<file path="src/rtl/ahb_slave_arbiter.sv">
// Per-slave AHB arbiter. It grants the slave port to one master at a time and
// holds the grant for the burst, up to a beat limit. Masters that received a
// SPLIT response stay masked until the slave unsplits them. It also publishes
// the address-phase and data-phase owner indices.
module ahb_slave_arbiter #(
   parameter int MASTER_NUM = 4,
   parameter int ARB_SCHEME = 1,
   parameter int MAX_BEATS  = 16,
   parameter int IDX_W      = $clog2(MASTER_NUM)
) (
   input  logic                  hclk,
   input  logic                  hreset_n,
   input  logic [MASTER_NUM-1:0] hreq,
   input  logic [MASTER_NUM-1:0] hlast,
   input  logic [1:0]            htrans,
   input  logic                  hready,
   input  logic                  split_resp,
   input  logic [MASTER_NUM-1:0] hsplit,
   output logic [MASTER_NUM-1:0] hgrant,
   output logic [IDX_W-1:0]      hmaster,
   output logic [IDX_W-1:0]      hmaster_data,
   output logic                  hbusy
);

   localparam int CNT_W = $clog2(MAX_BEATS) + 1;

   typedef enum logic {
      ARB_IDLE,
      ARB_OWN
   } arb_state_t;

   arb_state_t            state;
   logic [MASTER_NUM-1:0] split_mask;
   logic [MASTER_NUM-1:0] split_set;
   logic [MASTER_NUM-1:0] elig;
   logic [MASTER_NUM-1:0] winner_onehot;
   logic [IDX_W-1:0]      rr_ptr;
   logic [IDX_W-1:0]      rr_next;
   logic [IDX_W-1:0]      winner;
   logic [IDX_W:0]        cand_sum;
   logic                  winner_found;
   logic [CNT_W-1:0]      beat_cnt;
   logic                  beat;
   logic                  release_evt;
   logic                  unused_htrans0;

   assign unused_htrans0 = htrans[0];
   assign hbusy          = (state == ARB_OWN);

   // The master taking a SPLIT now is excluded from this cycle's arbitration.
   always_comb begin
      split_set = '0;
      if (split_resp) begin
         split_set[hmaster_data] = 1'b1;
      end
      elig = hreq & ~split_mask & ~split_set;
   end

   // Pick the winner: lowest index, or first eligible at/after rr_ptr with wrap.
   always_comb begin
      winner       = '0;
      winner_found = 1'b0;
      cand_sum     = '0;
      for (int i = 0; i < MASTER_NUM; i++) begin
         if (ARB_SCHEME == 0) begin
            cand_sum = (IDX_W+1)'(i);
         end else begin
            cand_sum = {1'b0, rr_ptr} + (IDX_W+1)'(i);
            if (cand_sum >= (IDX_W+1)'(MASTER_NUM)) begin
               cand_sum = cand_sum - (IDX_W+1)'(MASTER_NUM);
            end
         end
         if (!winner_found && elig[cand_sum[IDX_W-1:0]]) begin
            winner       = cand_sum[IDX_W-1:0];
            winner_found = 1'b1;
         end
      end
   end

   // Decode the winner to one-hot and work out the pointer after this grant.
   always_comb begin
      winner_onehot         = '0;
      winner_onehot[winner] = 1'b1;
      if (int'(winner) == MASTER_NUM - 1) begin
         rr_next = '0;
      end else begin
         rr_next = winner + 1'b1;
      end
   end

   // Decide whether the current tenure ends this cycle.
   always_comb begin
      beat        = hready && htrans[1];
      release_evt = (beat && hlast[hmaster])
                 || (hready && !hreq[hmaster])
                 || (beat && (beat_cnt == CNT_W'(MAX_BEATS - 1)))
                 || split_resp;
   end

   // Arbitration FSM with registered grant, owner index, pointer and beat count.
   always_ff @(posedge hclk or negedge hreset_n) begin
      if (!hreset_n) begin
         state    <= ARB_IDLE;
         hgrant   <= '0;
         hmaster  <= '0;
         rr_ptr   <= '0;
         beat_cnt <= '0;
      end else begin
         case (state)
            ARB_IDLE: begin
               if (winner_found) begin
                  state    <= ARB_OWN;
                  hgrant   <= winner_onehot;
                  hmaster  <= winner;
                  rr_ptr   <= rr_next;
                  beat_cnt <= '0;
               end else begin
                  hgrant <= '0;
               end
            end
            ARB_OWN: begin
               if (release_evt) begin
                  beat_cnt <= '0;
                  if (winner_found) begin
                     hgrant  <= winner_onehot;
                     hmaster <= winner;
                     rr_ptr  <= rr_next;
                  end else begin
                     state  <= ARB_IDLE;
                     hgrant <= '0;
                  end
               end else if (beat && (beat_cnt != '1)) begin
                  beat_cnt <= beat_cnt + 1'b1;
               end
            end
            default: begin
               state  <= ARB_IDLE;
               hgrant <= '0;
            end
         endcase
      end
   end

   // Track SPLIT-masked masters; an unsplit in the same cycle as a set wins.
   always_ff @(posedge hclk or negedge hreset_n) begin
      if (!hreset_n) begin
         split_mask <= '0;
      end else begin
         split_mask <= (split_mask | split_set) & ~hsplit;
      end
   end

   // Data-phase owner follows the address-phase owner on each completed cycle.
   always_ff @(posedge hclk or negedge hreset_n) begin
      if (!hreset_n) begin
         hmaster_data <= '0;
      end else if (hready) begin
         hmaster_data <= hmaster;
      end
   end

endmodule

</file>
<file path="config.mk">
export PLATFORM = sky130hd
export DESIGN_NAME = ahb_slave_arbiter
export DESIGN_NICKNAME = d
export VERILOG_FILES = /design/src/rtl/ahb_slave_arbiter.sv
export SDC_FILE = /design/constraint.sdc
export NUM_CORES = 1
export LEC_CHECK = 0
export BUFFER_PORTS_ARGS = -buffer_cell sky130_fd_sc_hd__buf_2
export CAP_MARGIN = 40
export CORE_AREA = 2 2 50 52
export CTS_CLUSTER_DIAMETER = 80
export DETAILED_ROUTE_END_ITERATION = 8
export DIE_AREA = 0 0 52 54
export MAX_ROUTING_LAYER = met4
export PLACE_DENSITY = 0.81
export SLEW_MARGIN = 10
export SYNTH_ARGS = -nofsm -noshare
export SYNTH_HDL_FRONTEND = slang
export SYNTH_SLANG_ARGS = --single-unit
export TNS_END_PERCENT = 10
</file>
<file path="constraint.sdc">
create_clock -name hclk -period 3.2 [get_ports hclk]
set_input_delay 0.32 -clock hclk [delete_from_list [all_inputs] [get_ports hclk]]
set_output_delay 0.32 -clock hclk [all_outputs]
set_load 0.02 [all_outputs]
</file>
Word level (Yosys, flattened, before mapping)
Cells that the tools add are included.
Word-level totals
  register bits after elaboration: 20
  logic and storage cells: 107
  output and inout bits: 9
Cells by class
  equality and inequality tests: 6
  mux-type cells: 46
  bitwise logic cells: 8
  order comparisons: 13
  $add $sub $neg: 9
  reductions and logical operators: 18
Operator list (number)
  two-way mux 2 bit: 13
  < comparator 2 x 3 -> 1 bit, second input constant: 7
  two-way mux 5 bit: 3
  two-way mux 1 bit: 14
  AND 4 bit: 3
  binary-select mux 1 bit (select 2 bit): 6
  two-way mux 4 bit: 3
  NOT 4 bit: 3
  logical AND 1 bit: 10
  case mux 5 bit (2 select lines): 1
  >= comparator 3 bit, second input constant: 3
  case mux 2 bit (2 select lines): 2
  case mux 4 bit (2 select lines): 1
  subtractor 2 x 1 -> 2 bit, second input constant: 4
  adder 2 x 2 -> 3 bit, second input constant: 2
  adder 5 x 1 -> 5 bit, second input constant: 1
  equality test 5 x 4 -> 1 bit, second input constant: 1
  != test 5 bit, second input constant: 1
  demux 1 bit (select 2 bit): 2
  >= comparator 2 x 1 -> 1 bit, second input constant: 2
  zero test 1 bit: 4
  OR 4 bit: 1
  adder 2 x 1 -> 3 bit, second input constant: 1
  >= comparator 2 x 3 -> 1 bit, second input constant: 1
  other kinds (9): 11

Logic depth before layout (Yosys ltp)
Gate-level depths: netlist of the first run.
  word-level depth: 26
  gate-level depth with buffers: 9

Worst setup path before layout of the first run
No wires, ideal clock.
  kind: register -> register
  start point: register hmaster_data[0]
  end point: register rr_ptr[1]
  required time: 3.075 ns
  data arrival time: 2.146 ns
  period minus slack after synthesis: 2.270 ns
  buffers on the path: 0
  cell stages (with the launch flop): 7
  slack: 0.930 ns
  setup time: 0.125 ns
  cell sequence: dfrtp_1 > and3b_1 > or3b_4 > or3b_1 > a21oi_2 > ha_1 > mux2_2
On the way
  longest elaborated chain between the ends: 24
  elaborated cells on any way between the ends: 36
  classes of those cells: add/sub (1); order compare (2); eq/ne (1); mux (23); bitwise (2); reduce/logical (7)
Ends and longest elaborated chain
  start, declared: RTL line 21  | output logic [IDX_W-1:0] hmaster_data,
  start signal, assigned: RTL line 158  | hmaster_data <= hmaster;
  < comparator 2 x 3 -> 1 bit (implied by the code) or >= comparator 2 x 1 -> 1 bit (tied branches): RTL line 54  | split_set[hmaster_data] = 1'b1;
  logical AND 1 bit (implied by the code): RTL line 54
  two-way mux 1 bit (implied by the code): RTL line 54
  demux 1 bit (select 2 bit) *: RTL line 54
  two-way mux 4 bit *: RTL line 53  | if (split_resp) begin
  NOT 4 bit *: RTL line 56  | elig = hreq & ~split_mask & ~split_set;
  AND 4 bit *: RTL line 56
  binary-select mux 1 bit (select 2 bit): RTL line 73  | if (!winner_found && elig[cand_sum[IDX_W-1:0]]) begin
  (+10 left out)
  two-way mux 2 bit *: RTL line 73
  via winner[1]: RTL line 39  | logic [IDX_W-1:0] winner;
  adder 2 x 1 -> 2 bit or equality test 2 x 1 -> 1 bit (tied branches): RTL line 87, 84
  two-way mux 2 bit *: RTL line 84  | if (int'(winner) == MASTER_NUM - 1) begin
  via rr_next[1]: RTL line 38  | logic [IDX_W-1:0] rr_next;
  two-way mux 2 bit *: RTL line 111, 124
  two-way mux 2 bit: RTL line 122  | if (release_evt) begin
  case mux 2 bit (2 select lines) *: RTL line 109  | case (state)
  end signal, assigned: RTL line 115  | rr_ptr <= rr_next;
  end signal, assigned: RTL line 127  | rr_ptr <= rr_next;
  end, declared: RTL line 37  | logic [IDX_W-1:0] rr_ptr;
The timed path passes the listed nets; every way through them passes the cells marked *. The select of a mux whose other input is x is not followed.
A chain may end at the register's enable or synchronous reset.

Worst setup path after layout of the first run
  start point: register hmaster_data[1]
  end point: register rr_ptr[1]
Same word-level chain as after synthesis.

==> impl_metrics.prom, run 1 <==
# TYPE chip_impl_metric gauge
chip_impl_metric{name="post-place-ws",unit="ps"} 904.0
chip_impl_metric{name="postSynthRegisterBits",unit=""} 20
chip_impl_metric{name="critPathMaxFanout",unit=""} 6
chip_impl_metric{name="cts.reportedPaths.clkPinSlew",unit="ps"} 120
chip_impl_info{name="worstSetupEndpoint",value="rr_ptr[1]$_DFFE_PN0P_"} 1
chip_impl_info{name="grt_setup_unrepaired",value="no"} 1
chip_impl_metric{name="report.final.slew_viol_count",unit=""} 0
chip_impl_metric{name="part_of_the_total_power_dissipated_in_the_clock_network",unit="%"} 15.2
chip_impl_info{name="tritoncts",value="yes"} 1
chip_impl_metric{name="transition_at_the_pin_with_the_smallest_max_transition_slack",unit="ps"} 599.1
chip_impl_metric{name="internal-power",unit="uW"} 610.1
chip_impl_metric{name="async_reset_ff_share",unit="%"} 100.0
chip_impl_metric{name="worst_ir_drop_vdd",unit="uV"} 461.4
chip_impl_metric{name="cts_inserted_buffers",unit=""} 3
chip_impl_metric{name="design.core.area",unit="um2"} 2320
chip_impl_metric{name="yosys_warnings",unit=""} 0
chip_impl_info{name="synth_top_family_by_area",value="simple AND/OR/NAND/NOR gates"} 1
chip_impl_metric{name="number_of_antenna_violations_at_the_first_check_in_global_routing",unit=""} 0
chip_impl_info{name="cp-startpoint",value="hmaster_data[1]$_DFFE_PN0P_"} 1
chip_impl_metric{name="complex_gate_fraction_of_the_synthesized_area",unit="%"} 17.06
chip_impl_metric{name="cts_sinks",unit=""} 20
chip_impl_metric{name="post_synthesis_adder_cell_area_fraction",unit="%"} 7.804
chip_impl_metric{name="yosysUniqueCellTypes",unit=""} 34
chip_impl_info{name="clk_root_buffer_cell",value="sky130_fd_sc_hd__clkbuf_4"} 1
chip_impl_metric{name="diodes",unit=""} 0
chip_impl_metric{name="top_level_ports",unit=""} 27
chip_impl_metric{name="post_synth_mux_area_share",unit="%"} 7.692
chip_impl_metric{name="arrival_time_of_the_worst_setup_path",unit="ps"} 2530
chip_impl_metric{name="max_cap_viol_count",unit=""} 0
chip_impl_metric{name="fmax",unit="GHz"} 0.4309
chip_impl_metric{name="die_area",unit="um2"} 2808
chip_impl_info{name="crit_slowest_cell",value="sky130_fd_sc_hd__dfrtp_1"} 1
chip_impl_info{name="min_path_type",value="input port to flip-flop"} 1
chip_impl_metric{name="setup_ws",unit="ps"} 879.4
chip_impl_metric{name="area_fraction_of_the_dominant_cell_type_after_synthesis",unit="%"} 44.59
chip_impl_info{name="worst_r2r_endpoint",value="rr_ptr[1]$_DFFE_PN0P_"} 1
chip_impl_info{name="yosys.area.top_type",value="sky130_fd_sc_hd__dfrtp_1"} 1
chip_impl_info{name="worst_setup_path_end_kind",value="flip-flop"} 1
chip_impl_metric{name="routed_via_density",unit=""} 5.648
chip_impl_info{name="run_status",value="finished, final reports clean"} 1
chip_impl_info{name="critical_path_class",value="flip-flop to flip-flop"} 1
chip_impl_metric{name="power.switching_fraction",unit="%"} 39.77
chip_impl_metric{name="drive_above_1_share",unit="%"} 32.59
chip_impl_metric{name="drt_wl_total",unit="um"} 2503
chip_impl_metric{name="power_frac_seq",unit="%"} 39.4
chip_impl_metric{name="net-switching-power",unit="uW"} 402.9
chip_impl_metric{name="buffer_ports.inserted",unit=""} 25
chip_impl_metric{name="area.growth.synth_to_final",unit="%"} 18.95
chip_impl_metric{name="clkLatencyLatePin",unit="ps"} 310
chip_impl_metric{name="grt.overflow.total",unit=""} 0
chip_impl_metric{name="post_synthesis_share_of_cell_area_spent_on_and_or_nand_and_nor_gates",unit="%"} 20.18
chip_impl_metric{name="yosysSeqAreaShare",unit="%"} 44.59
chip_impl_metric{name="synthCells",unit=""} 105
chip_impl_metric{name="synth_enable_flop_cells",unit=""} 0
chip_impl_info{name="critical_path.cell_chain",value="and3b_1 -> or3b_4 -> or3b_1 -> a21oi_2 -> ha_1 -> mux2_2"} 1
chip_impl_metric{name="clock_tree.buffer_depth",unit=""} 2
chip_impl_metric{name="first_iter_violations",unit=""} 12
chip_impl_metric{name="dr.pass1.iters",unit=""} 4
chip_impl_info{name="critPathLaunchType",value="flip-flop"} 1
chip_impl_metric{name="detail-route-antenna-nets",unit=""} 0
chip_impl_metric{name="post_cts_buffers",unit=""} 0
chip_impl_metric{name="initial_util",unit="%"} 48.38
chip_impl_info{name="worst_r2r_startpoint",value="hmaster_data[1]$_DFFE_PN0P_"} 1
chip_impl_metric{name="finalCritPeriodShare",unit="%"} 72.52
chip_impl_metric{name="grt_max_degree",unit=""} 21
chip_impl_metric{name="wire_length_of_the_first_global_routing_pass",unit="um"} 4353
chip_impl_metric{name="track_usage",unit="%"} 22.09
chip_impl_metric{name="route.detailed.wl_per_inst",unit="um"} 15.17
chip_impl_metric{name="report.final.hold_viol_count",unit=""} 0
chip_impl_metric{name="core.rowCount",unit=""} 18
chip_impl_metric{name="vias",unit=""} 932
chip_impl_metric{name="worst_ep_required_time",unit="ps"} 3400
chip_impl_metric{name="stdcell_count",unit=""} 165
chip_impl_metric{name="synth-xor-area-share",unit="%"} 0
chip_impl_metric{name="detail_route.drc_violations",unit=""} 0
chip_impl_metric{name="grt_pass1_vias",unit=""} 999
chip_impl_info{name="synthTopCellsByArea",value="sky130_fd_sc_hd__dfrtp_1 (45%), sky130_fd_sc_hd__ha_1 (7.8%), sky130_fd_sc_hd__a22o_1 (5.5%)"} 1
chip_impl_metric{name="final_net_count",unit=""} 161
chip_impl_metric{name="comb_power_share",unit="%"} 45.5
chip_impl_metric{name="layout.core_utilization",unit="%"} 57.55
chip_impl_metric{name="fp.dieW",unit="um"} 52
chip_impl_metric{name="gp_routability_congestion",unit=""} 0.7894
chip_impl_metric{name="syn_avg_cell_area",unit="um2"} 10.69
chip_impl_metric{name="worst_path_largest_cell_delay",unit="ps"} 450
chip_impl_metric{name="power_density",unit="nW/um2"} 758.8
chip_impl_metric{name="r2r_setup_slack",unit="ps"} 880
chip_impl_metric{name="finalSetupViolations",unit=""} 0
chip_impl_metric{name="timing.max_slew.rel_slack",unit="%"} 59.69
chip_impl_metric{name="mappedNetlistNets",unit=""} 130
chip_impl_metric{name="total_leakage_power",unit="uW"} 0.0006757
chip_impl_metric{name="placedCellCount",unit=""} 160
chip_impl_metric{name="dpl.hpwl",unit="um"} 1829
chip_impl_info{name="synthFlopType",value="sky130_fd_sc_hd__dfrtp_1"} 1
chip_impl_metric{name="timing.hold.ws",unit="ps"} 131.0
chip_impl_metric{name="period_minus_slack",unit="ps"} 2321
chip_impl_metric{name="cts_htree_levels",unit=""} 1
chip_impl_metric{name="num-fill-cells",unit=""} 199
chip_impl_metric{name="fin_worst_skew",unit="ps"} 5.372
chip_impl_metric{name="chipHeight",unit="um"} 54
chip_impl_metric{name="tns",unit="ps"} 0
chip_impl_metric{name="reg2reg_depth",unit=""} 6
chip_impl_metric{name="synth_area",unit="um2"} 1122
## stage by stage
stage	instance area (um2)	total power, uW
floorplan	1122	723.3
global placement	1289	838.2
detailed placement	1289	856.4
CTS	1335	1020
global route	1335	1088
finish	1335	1013
## worst min-delay path by stage
stage,from,slack [ps],cells after the start,end
floorplan,hreset_n,20,0,beat_cnt[0]$_DFFE_PN0P_
global placement,hreset_n,280,1,beat_cnt[4]$_DFFE_PN0P_
detailed placement,hreset_n,300,1,beat_cnt[4]$_DFFE_PN0P_
CTS,hsplit[0],130,2,split_mask[0]$_DFF_PN0_
global route,hsplit[0],130,2,split_mask[0]$_DFF_PN0_
finish,hsplit[0],130,2,split_mask[0]$_DFF_PN0_
## worst max-delay path: cells and delay by family (launching register included)
kind | cells | cell delay (ps)
AO/OA/AOI/OAI | 1 | 210
adder cells (fa/ha/maj) | 1 | 260
flip-flops | 1 | 450
multiplexers | 1 | 270
AND/OR/NAND/NOR | 3 | 1020
## area by class of cell
cell class | instances | area [um2] | area share [%]
Clock buffer | 4 | 36.28 | 2.718
Inverter | 7 | 26.28 | 1.968
Multi-Input combinational cell | 77 | 591.8 | 44.33
Sequential cell | 20 | 500.5 | 37.49
Tap cell | 30 | 37.54 | 2.812
Timing Repair Buffer | 27 | 142.6 | 10.68
## sequential cells by signal, summed over array words and instances, names as in the netlist
signal        cells
beat_cnt          5
split_mask        4
hmaster_data      2
hmaster           2
hgrant            4
rr_ptr            2
hbusy             1
## cells in the final DEF, fill, tap and decap left out, drive strengths merged, types with 3 or more instances in the layout
cell | netlist | layout
or3b | 3 | 3
mux2 | 7 | 7
and3 | 3 | 3
dfrtp | 20 | 20
ha | 7 | 7
a21oi | 3 | 3
nor2 | 7 | 7
clkbuf | 1 | 4
a22o | 7 | 7
nand3 | 3 | 3
or2 | 3 | 3
inv | 7 | 7
nand2 | 9 | 9
buf | 0 | 26
nor2b | 3 | 3
## kinds of logic (layout without fill, tap and decap cells)
| family | after synthesis | in the layout |
|---|---|---|
| multiplexers | 7 | 7 |
| flip-flops | 20 | 20 |
| AND/OR/NAND/NOR | 41 | 41 |
| adder cells (fa/ha/maj) | 7 | 7 |
| buffers and inverters | 8 | 38 |
| AO/OA/AOI/OAI | 22 | 22 |
## routing by layer
layer,track usage [%],routed length [um],up-vias
li1,-,-,442
met1,24.82,1093,467
met2,39.24,1313,18
met3,3.333,57,5
met4,9.211,39,0
met5,-,0,-
## Yosys cell counts (all sizes together), types with 7 or more instances
cell type	number
dfrtp	20
nand2	9
a22o	7
ha	7
inv	7
mux2	7
nor2	7
## power by group through the flow
stage	clock [uW]	combinational [uW]	sequential, uW
6_report	154	461	399
5_1_grt	163	513	412
4_1_cts	158	463	399
3_5_place_dp	0	457	400
3_3_place_gp	0	443	396
2_1_floorplan	0	285	438
## timing repair
| item | in CTS | in global routing |
|---|---|---|
| hold buffers | 1 | 0 |
| endpoints found under the hold margin | 20 | 0 |
| gates resized for setup | 0 | 0 |
No activity file was read; power rests on OpenSTA's default activity.
==> inputs of run 2 (changes only) <==
Clock period 3.2 ns to 2.27 ns, I/O delays scaled along.
==> impl_metrics.prom, run 2 (synthesized netlist as in run 1, its figures left out) <==
# TYPE chip_impl_metric gauge
chip_impl_metric{name="detail-route-antenna-nets",unit=""} 0
chip_impl_metric{name="num-fill-cells",unit=""} 194
chip_impl_metric{name="buffer_ports.inserted",unit=""} 25
chip_impl_info{name="run_status",value="finished, final reports clean"} 1
chip_impl_metric{name="report.final.hold_viol_count",unit=""} 0
chip_impl_metric{name="wire_length_of_the_first_global_routing_pass",unit="um"} 4015
chip_impl_metric{name="dr.pass1.iters",unit=""} 4
chip_impl_metric{name="grt_max_degree",unit=""} 21
chip_impl_info{name="most-common-layout-cells",value="sky130_fd_sc_hd__buf_2 (25), sky130_fd_sc_hd__dfrtp_1 (19), sky130_fd_sc_hd__nand2_1 (9)"} 1
chip_impl_metric{name="cts_htree_levels",unit=""} 1
chip_impl_metric{name="cts_sinks",unit=""} 20
chip_impl_metric{name="finalCritPeriodShare",unit="%"} 97.15
chip_impl_metric{name="core.rowCount",unit=""} 18
chip_impl_metric{name="chipHeight",unit="um"} 54
chip_impl_metric{name="worst_ir_drop_vdd",unit="uV"} 602.2
chip_impl_info{name="reg_top3",value="beat_cnt x5, hgrant x4, split_mask x4"} 1
chip_impl_info{name="worst_r2r_endpoint",value="rr_ptr[1]$_DFFE_PN0P_"} 1
chip_impl_metric{name="track_usage",unit="%"} 20.17
chip_impl_metric{name="transition_at_the_pin_with_the_smallest_max_transition_slack",unit="ps"} 497.4
chip_impl_metric{name="post-place-ws",unit="ps"} 80.65
chip_impl_metric{name="first_iter_violations",unit=""} 21
chip_impl_metric{name="report.final.slew_viol_count",unit=""} 0
chip_impl_metric{name="routed_via_density",unit=""} 5.263
chip_impl_metric{name="drt_wl_total",unit="um"} 2333
chip_impl_metric{name="cts_inserted_buffers",unit=""} 3
chip_impl_metric{name="period_minus_slack",unit="ps"} 2205
chip_impl_metric{name="reg2reg_depth",unit=""} 6
chip_impl_metric{name="design.core.area",unit="um2"} 2320
chip_impl_info{name="max_flop_register",value="beat_cnt"} 1
chip_impl_metric{name="setup_ws",unit="ps"} 64.70
chip_impl_metric{name="number_of_antenna_violations_at_the_first_check_in_global_routing",unit=""} 0
chip_impl_metric{name="finalSetupViolations",unit=""} 0
chip_impl_metric{name="largest_register_ff_count",unit=""} 5
chip_impl_metric{name="grt.overflow.total",unit=""} 0
chip_impl_info{name="hold_path_startpoint",value="hsplit[0]"} 1
chip_impl_info{name="grt_setup_unrepaired",value="yes"} 1
chip_impl_metric{name="clock_tree.buffer_depth",unit=""} 2
chip_impl_info{name="leading_cell_type_in_the_layout_fill_and_taps_excluded",value="sky130_fd_sc_hd__buf_2"} 1
chip_impl_info{name="min_path_type",value="input port to flip-flop"} 1
chip_impl_metric{name="r2r_setup_slack",unit="ps"} 60
chip_impl_metric{name="grt_pass1_vias",unit=""} 935
chip_impl_metric{name="vias",unit=""} 879
chip_impl_metric{name="worst_ep_required_time",unit="ps"} 2450
chip_impl_metric{name="fmax",unit="GHz"} 0.4535
chip_impl_metric{name="area.growth.synth_to_final",unit="%"} 20.85
chip_impl_info{name="critical_path_class",value="flip-flop to flip-flop"} 1
chip_impl_metric{name="arrival_time_of_the_worst_setup_path",unit="ps"} 2380
chip_impl_info{name="tritoncts",value="yes"} 1
chip_impl_info{name="critPathLaunchType",value="flip-flop"} 1
chip_impl_metric{name="top_level_ports",unit=""} 27
chip_impl_metric{name="cts.reportedPaths.clkPinSlew",unit="ps"} 90
chip_impl_metric{name="power_density",unit="nW/um2"} 1053
chip_impl_metric{name="power_consumption",unit="uW"} 1429
chip_impl_metric{name="drive_above_1_share",unit="%"} 35.04
chip_impl_metric{name="diodes",unit=""} 0
chip_impl_metric{name="route.detailed.wl_per_inst",unit="um"} 13.97
chip_impl_info{name="clk_root_buffer_cell",value="sky130_fd_sc_hd__clkbuf_4"} 1
chip_impl_metric{name="fin_worst_skew",unit="ps"} 17.83
chip_impl_metric{name="dpl.hpwl",unit="um"} 1828
chip_impl_info{name="worst_setup_path_end_kind",value="flip-flop"} 1
chip_impl_metric{name="gp_routability_congestion",unit=""} 0.8686
chip_impl_metric{name="critPathMaxFanout",unit=""} 6
chip_impl_metric{name="timing.max_slew.rel_slack",unit="%"} 66.53
chip_impl_metric{name="final_net_count",unit=""} 163
chip_impl_metric{name="whs_path_depth",unit=""} 2
chip_impl_info{name="hold_path_end",value="split_mask[0]$_DFF_PN0_"} 1
chip_impl_metric{name="die_area",unit="um2"} 2808
chip_impl_info{name="worst_r2r_startpoint",value="hmaster_data[0]$_DFFE_PN0P_"} 1
chip_impl_metric{name="initial_util",unit="%"} 48.38
chip_impl_metric{name="max_cap_viol_count",unit=""} 0
chip_impl_metric{name="fp.dieW",unit="um"} 52
chip_impl_metric{name="detail_route.drc_violations",unit=""} 0
chip_impl_metric{name="total_leakage_power",unit="uW"} 0.0006856
chip_impl_metric{name="clkLatencyLatePin",unit="ps"} 300
-- run 2: worst max-delay path by stage --
stage                                      startpoint                     to  depth (start not counted)
after floorplan           hmaster_data[1]$_DFFE_PN0P_  rr_ptr[1]$_DFFE_PN0P_                          6
after global placement    hmaster_data[0]$_DFFE_PN0P_  rr_ptr[1]$_DFFE_PN0P_                          6
after detailed placement  hmaster_data[0]$_DFFE_PN0P_  rr_ptr[1]$_DFFE_PN0P_                          6
after CTS                 hmaster_data[0]$_DFFE_PN0P_  rr_ptr[1]$_DFFE_PN0P_                          6
after global routing      hmaster_data[0]$_DFFE_PN0P_  rr_ptr[1]$_DFFE_PN0P_                          6
final                     hmaster_data[0]$_DFFE_PN0P_  rr_ptr[1]$_DFFE_PN0P_                          6
-- run 2: what timing repair did --
action                                  4_1_cts  5_1_grt
endpoints found under the hold margin        20        0
setup buffers                                 0        0
hold buffers                                  1        0
resized for setup                             0        1
endpoints found under the setup margin        0        7
-- run 2: power breakdown --
part / switching (uW) / internal [uW] / total, uW / leakage [uW]
registers: 95.8 / 458 / 554 / 0.000255
logic: 348 / 328 / 676 / 0.000409
clock network: 101 / 97.8 / 199 / 0.0000210
total: 545 / 884 / 1430 / 0.000686
-- run 2: cell type report --
class                      count  area (um2)  area share (%)
multi-input combinational     77       596.8           44.00
inverter                       7       26.28           1.937
timing repair buffer          29       157.7           11.62
sequential                    20       501.7           36.99
tap                           30       37.54           2.768
clock buffer                   4       36.28           2.675
-- run 2: per-stage QoR --
stage               setup TNS (ps)  cells  hold slack, ps  cell area (um2)  utilization [%]
floorplan                        0    105          -68.59             1124                -
global placement                 0    162           191.3             1305            56.26
detailed placement               0    162           194.6             1305            56.26
CTS                              0    167           66.12             1351            58.25
global route                -61.38    167           58.38             1356            58.47
finish                           0    167           77.13             1356            58.47
-- run 2: metal layers --
layer | global-route usage [%] | routed length [um] | vias to the layer above
met4 | 7.018 | 42 | 0
met2 | 35.23 | 1214 | 16
met1 | 22.32 | 1004 | 413
li1 | - | - | 446
met5 | - | 0 | -
met3 | 5.278 | 72 | 4
-- run 2: worst max-delay path, stage by stage (launching register included) --
cell and delay (ps):
sky130_fd_sc_hd__dfrtp_2 400, sky130_fd_sc_hd__and3b_1 200, sky130_fd_sc_hd__or3b_4 410, sky130_fd_sc_hd__or3b_1 400, sky130_fd_sc_hd__a21oi_2 180, sky130_fd_sc_hd__ha_1 250
sky130_fd_sc_hd__mux2_2 260
==> inputs of run 3 (changes only) <==
Settings changed: REMOVE_ABC_BUFFERS from default to 1.
==> impl_metrics.prom, run 3 (synthesized netlist as in run 1, its figures left out) <==
# TYPE chip_impl_metric gauge
chip_impl_metric{name="clkLatencyLatePin",unit="ps"} 310
chip_impl_info{name="crit_slowest_cell",value="sky130_fd_sc_hd__dfrtp_1"} 1
chip_impl_metric{name="dpl.hpwl",unit="um"} 1863
chip_impl_info{name="worstSetupEndpoint",value="rr_ptr[1]$_DFFE_PN0P_"} 1
chip_impl_metric{name="clock_tree.buffer_depth",unit=""} 2
chip_impl_metric{name="dr.pass1.iters",unit=""} 4
chip_impl_info{name="critical_path.cell_chain",value="and3b_1 -> or3b_4 -> or3b_4 -> a21oi_4 -> ha_1 -> mux2_2"} 1
chip_impl_metric{name="fin_worst_skew",unit="ps"} 10.32
chip_impl_metric{name="total_leakage_power",unit="uW"} 0.0007024
chip_impl_metric{name="track_usage",unit="%"} 20.60
chip_impl_metric{name="finalSetupViolations",unit=""} 0
chip_impl_info{name="worst_setup_path_end_kind",value="flip-flop"} 1
chip_impl_metric{name="number_of_antenna_violations_at_the_first_check_in_global_routing",unit=""} 0
chip_impl_metric{name="drt_wl_total",unit="um"} 2453
chip_impl_metric{name="area.growth.synth_to_final",unit="%"} 23.63
chip_impl_metric{name="fp.dieW",unit="um"} 52
chip_impl_metric{name="routed_via_density",unit=""} 5.488
chip_impl_metric{name="timing.max_slew.rel_slack",unit="%"} 66.29
chip_impl_metric{name="report.final.hold_viol_count",unit=""} 0
chip_impl_info{name="worst_r2r_startpoint",value="hmaster_data[1]$_DFFE_PN0P_"} 1
chip_impl_metric{name="cts_htree_levels",unit=""} 1
chip_impl_metric{name="worst_ep_required_time",unit="ps"} 2470
chip_impl_metric{name="route.detailed.wl_per_inst",unit="um"} 14.43
chip_impl_info{name="min_path_type",value="input port to flip-flop"} 1
chip_impl_info{name="tritoncts",value="yes"} 1
chip_impl_metric{name="layout.cell_area.non_filler",unit="um2"} 1388
chip_impl_metric{name="core.rowCount",unit=""} 18
chip_impl_metric{name="wire_length_of_the_first_global_routing_pass",unit="um"} 3995
chip_impl_metric{name="max_cap_viol_count",unit=""} 0
chip_impl_info{name="worst_r2r_endpoint",value="rr_ptr[1]$_DFFE_PN0P_"} 1
chip_impl_metric{name="cts.reportedPaths.clkPinSlew",unit="ps"} 110
chip_impl_metric{name="finalCritPeriodShare",unit="%"} 99.11
chip_impl_info{name="clk_root_buffer_cell",value="sky130_fd_sc_hd__clkbuf_4"} 1
chip_impl_metric{name="die_area",unit="um2"} 2808
chip_impl_metric{name="reg2reg_depth",unit=""} 6
chip_impl_metric{name="gp_routability_congestion",unit=""} 0.8919
chip_impl_metric{name="setup_ws",unit="ps"} 20.31
chip_impl_metric{name="vias",unit=""} 933
chip_impl_metric{name="final_net_count",unit=""} 166
chip_impl_metric{name="arrival_time_of_the_worst_setup_path",unit="ps"} 2450
chip_impl_metric{name="initial_util",unit="%"} 48.38
chip_impl_metric{name="first_iter_violations",unit=""} 15
chip_impl_metric{name="cts_sinks",unit=""} 20
chip_impl_metric{name="top_level_ports",unit=""} 27
chip_impl_metric{name="stdcell_count",unit=""} 170
chip_impl_metric{name="grt_pass1_vias",unit=""} 913
chip_impl_info{name="grt_setup_unrepaired",value="yes"} 1
chip_impl_metric{name="power_density",unit="nW/um2"} 1068
chip_impl_metric{name="timing.hold.ws",unit="ps"} 60.13
chip_impl_metric{name="power_consumption",unit="uW"} 1482
chip_impl_metric{name="diodes",unit=""} 0
chip_impl_metric{name="dpl_cell_area",unit="um2"} 1311
chip_impl_metric{name="grt_max_degree",unit=""} 21
chip_impl_metric{name="worst_ir_drop_vdd",unit="uV"} 726.8
chip_impl_metric{name="report.final.slew_viol_count",unit=""} 0
chip_impl_metric{name="worst_path_largest_cell_delay",unit="ps"} 430
chip_impl_info{name="run_status",value="finished, final reports clean"} 1
chip_impl_metric{name="r2r_setup_slack",unit="ps"} 20
chip_impl_metric{name="fmax",unit="GHz"} 0.4445
chip_impl_info{name="reg_top3",value="beat_cnt x5, hgrant x4, split_mask x4"} 1
chip_impl_metric{name="buffer_ports.inserted",unit=""} 25
chip_impl_metric{name="design.core.area",unit="um2"} 2320
chip_impl_info{name="leading_cell_type_in_the_layout_fill_and_taps_excluded",value="sky130_fd_sc_hd__buf_2"} 1
chip_impl_metric{name="placedCellCount",unit=""} 163
chip_impl_metric{name="grt.overflow.total",unit=""} 0
chip_impl_metric{name="detail-route-antenna-nets",unit=""} 0
chip_impl_metric{name="drive_above_1_share",unit="%"} 36.43
chip_impl_metric{name="critPathMaxFanout",unit=""} 4
chip_impl_metric{name="critical_path.n_buffers_inverters",unit=""} 0
chip_impl_info{name="critPathLaunchType",value="flip-flop"} 1
chip_impl_info{name="critical_path_class",value="flip-flop to flip-flop"} 1
chip_impl_metric{name="transition_at_the_pin_with_the_smallest_max_transition_slack",unit="ps"} 501.0
chip_impl_metric{name="cp.depth",unit=""} 6
chip_impl_metric{name="period_minus_slack",unit="ps"} 2250
chip_impl_metric{name="num-fill-cells",unit=""} 209
chip_impl_info{name="max_flop_register",value="beat_cnt"} 1
chip_impl_metric{name="chipHeight",unit="um"} 54
chip_impl_info{name="critical_path.top_delay_family",value="simple AND/OR/NAND/NOR gates"} 1
chip_impl_metric{name="largest_register_ff_count",unit=""} 5
chip_impl_info{name="critical-path-top-cell-by-count",value="sky130_fd_sc_hd__or3b_4"} 1
chip_impl_metric{name="detail_route.drc_violations",unit=""} 0
chip_impl_metric{name="post-place-ws",unit="ps"} -19.02
chip_impl_metric{name="cts_inserted_buffers",unit=""} 3
chip_impl_info{name="cp-startpoint",value="hmaster_data[1]$_DFFE_PN0P_"} 1
chip_impl_info{name="most-common-layout-cells",value="sky130_fd_sc_hd__buf_2 (25), sky130_fd_sc_hd__dfrtp_1 (20), sky130_fd_sc_hd__nand2_1 (9)"} 1
run 3: cell count changes in the layout (fill, tap and decap cells not counted), sizes merged:
cell and change:
buf +3
run 3: per-stage QoR:
step | util (%) | setup TNS [ps]
global route | 59.82 | -71.71
finish | 59.82 | 0
floorplan | - | -471.2
global placement | 56.53 | 0
detailed placement | 56.53 | -19.02
CTS | 59.17 | 0
run 3: repair_timing:
action                     CTS  global route
hold buffers                 1             0
setup endpoints to repair    1             9
pin swaps                    0             1
setup buffers                1             1
hold endpoints to repair    20             0
gates resized for setup      1             2
run 3: layer usage:
layer	GRT usage (%)	routed length, um
met5	-	0
met4	6.579	31
met3	5.000	108
met2	35.86	1242
met1	23.37	1070
run 3: worst min-delay path by stage:
stage	startpoint	to	slack, ps	depth (start not counted)
final	hsplit[0]	split_mask[0]$_DFF_PN0_	60	2
after global routing	hsplit[0]	split_mask[0]$_DFF_PN0_	60	2
after CTS	hsplit[0]	split_mask[0]$_DFF_PN0_	50	2
after detailed placement	hreset_n	split_mask[3]$_DFF_PN0_	190	1
after global placement	hreset_n	split_mask[3]$_DFF_PN0_	190	1
after floorplan	hreset_n	beat_cnt[0]$_DFFE_PN0P_	-70	0
run 3: power by group:
| group | total, uW | switching [uW] | leakage [uW] | internal (uW) |
|---|---|---|---|---|
| Clock | 206 | 108 | 0.0000210 | 98.0 |
| Combinational | 726 | 369 | 0.000425 | 357 |
| Sequential | 550 | 93.0 | 0.000256 | 457 |
| Total | 1480 | 570 | 0.000702 | 912 |
run 3: layout make-up:
cell class	count	area [um2]	share of cell area [%]
inverter	7	26.28	1.894
timing repair buffer	32	180.2	12.98
tap	30	37.54	2.705
clock buffer	4	36.28	2.615
sequential	20	500.5	36.07
multi-input combinational	77	606.8	43.73
run 3: worst register-to-register path, stage by stage, from the launching register on:
cell and delay, ps:
sky130_fd_sc_hd__dfrtp_1 430, sky130_fd_sc_hd__and3b_1 210, sky130_fd_sc_hd__or3b_4 390, sky130_fd_sc_hd__or3b_4 420
sky130_fd_sc_hd__a21oi_4 190, sky130_fd_sc_hd__ha_1 240, sky130_fd_sc_hd__mux2_2 260
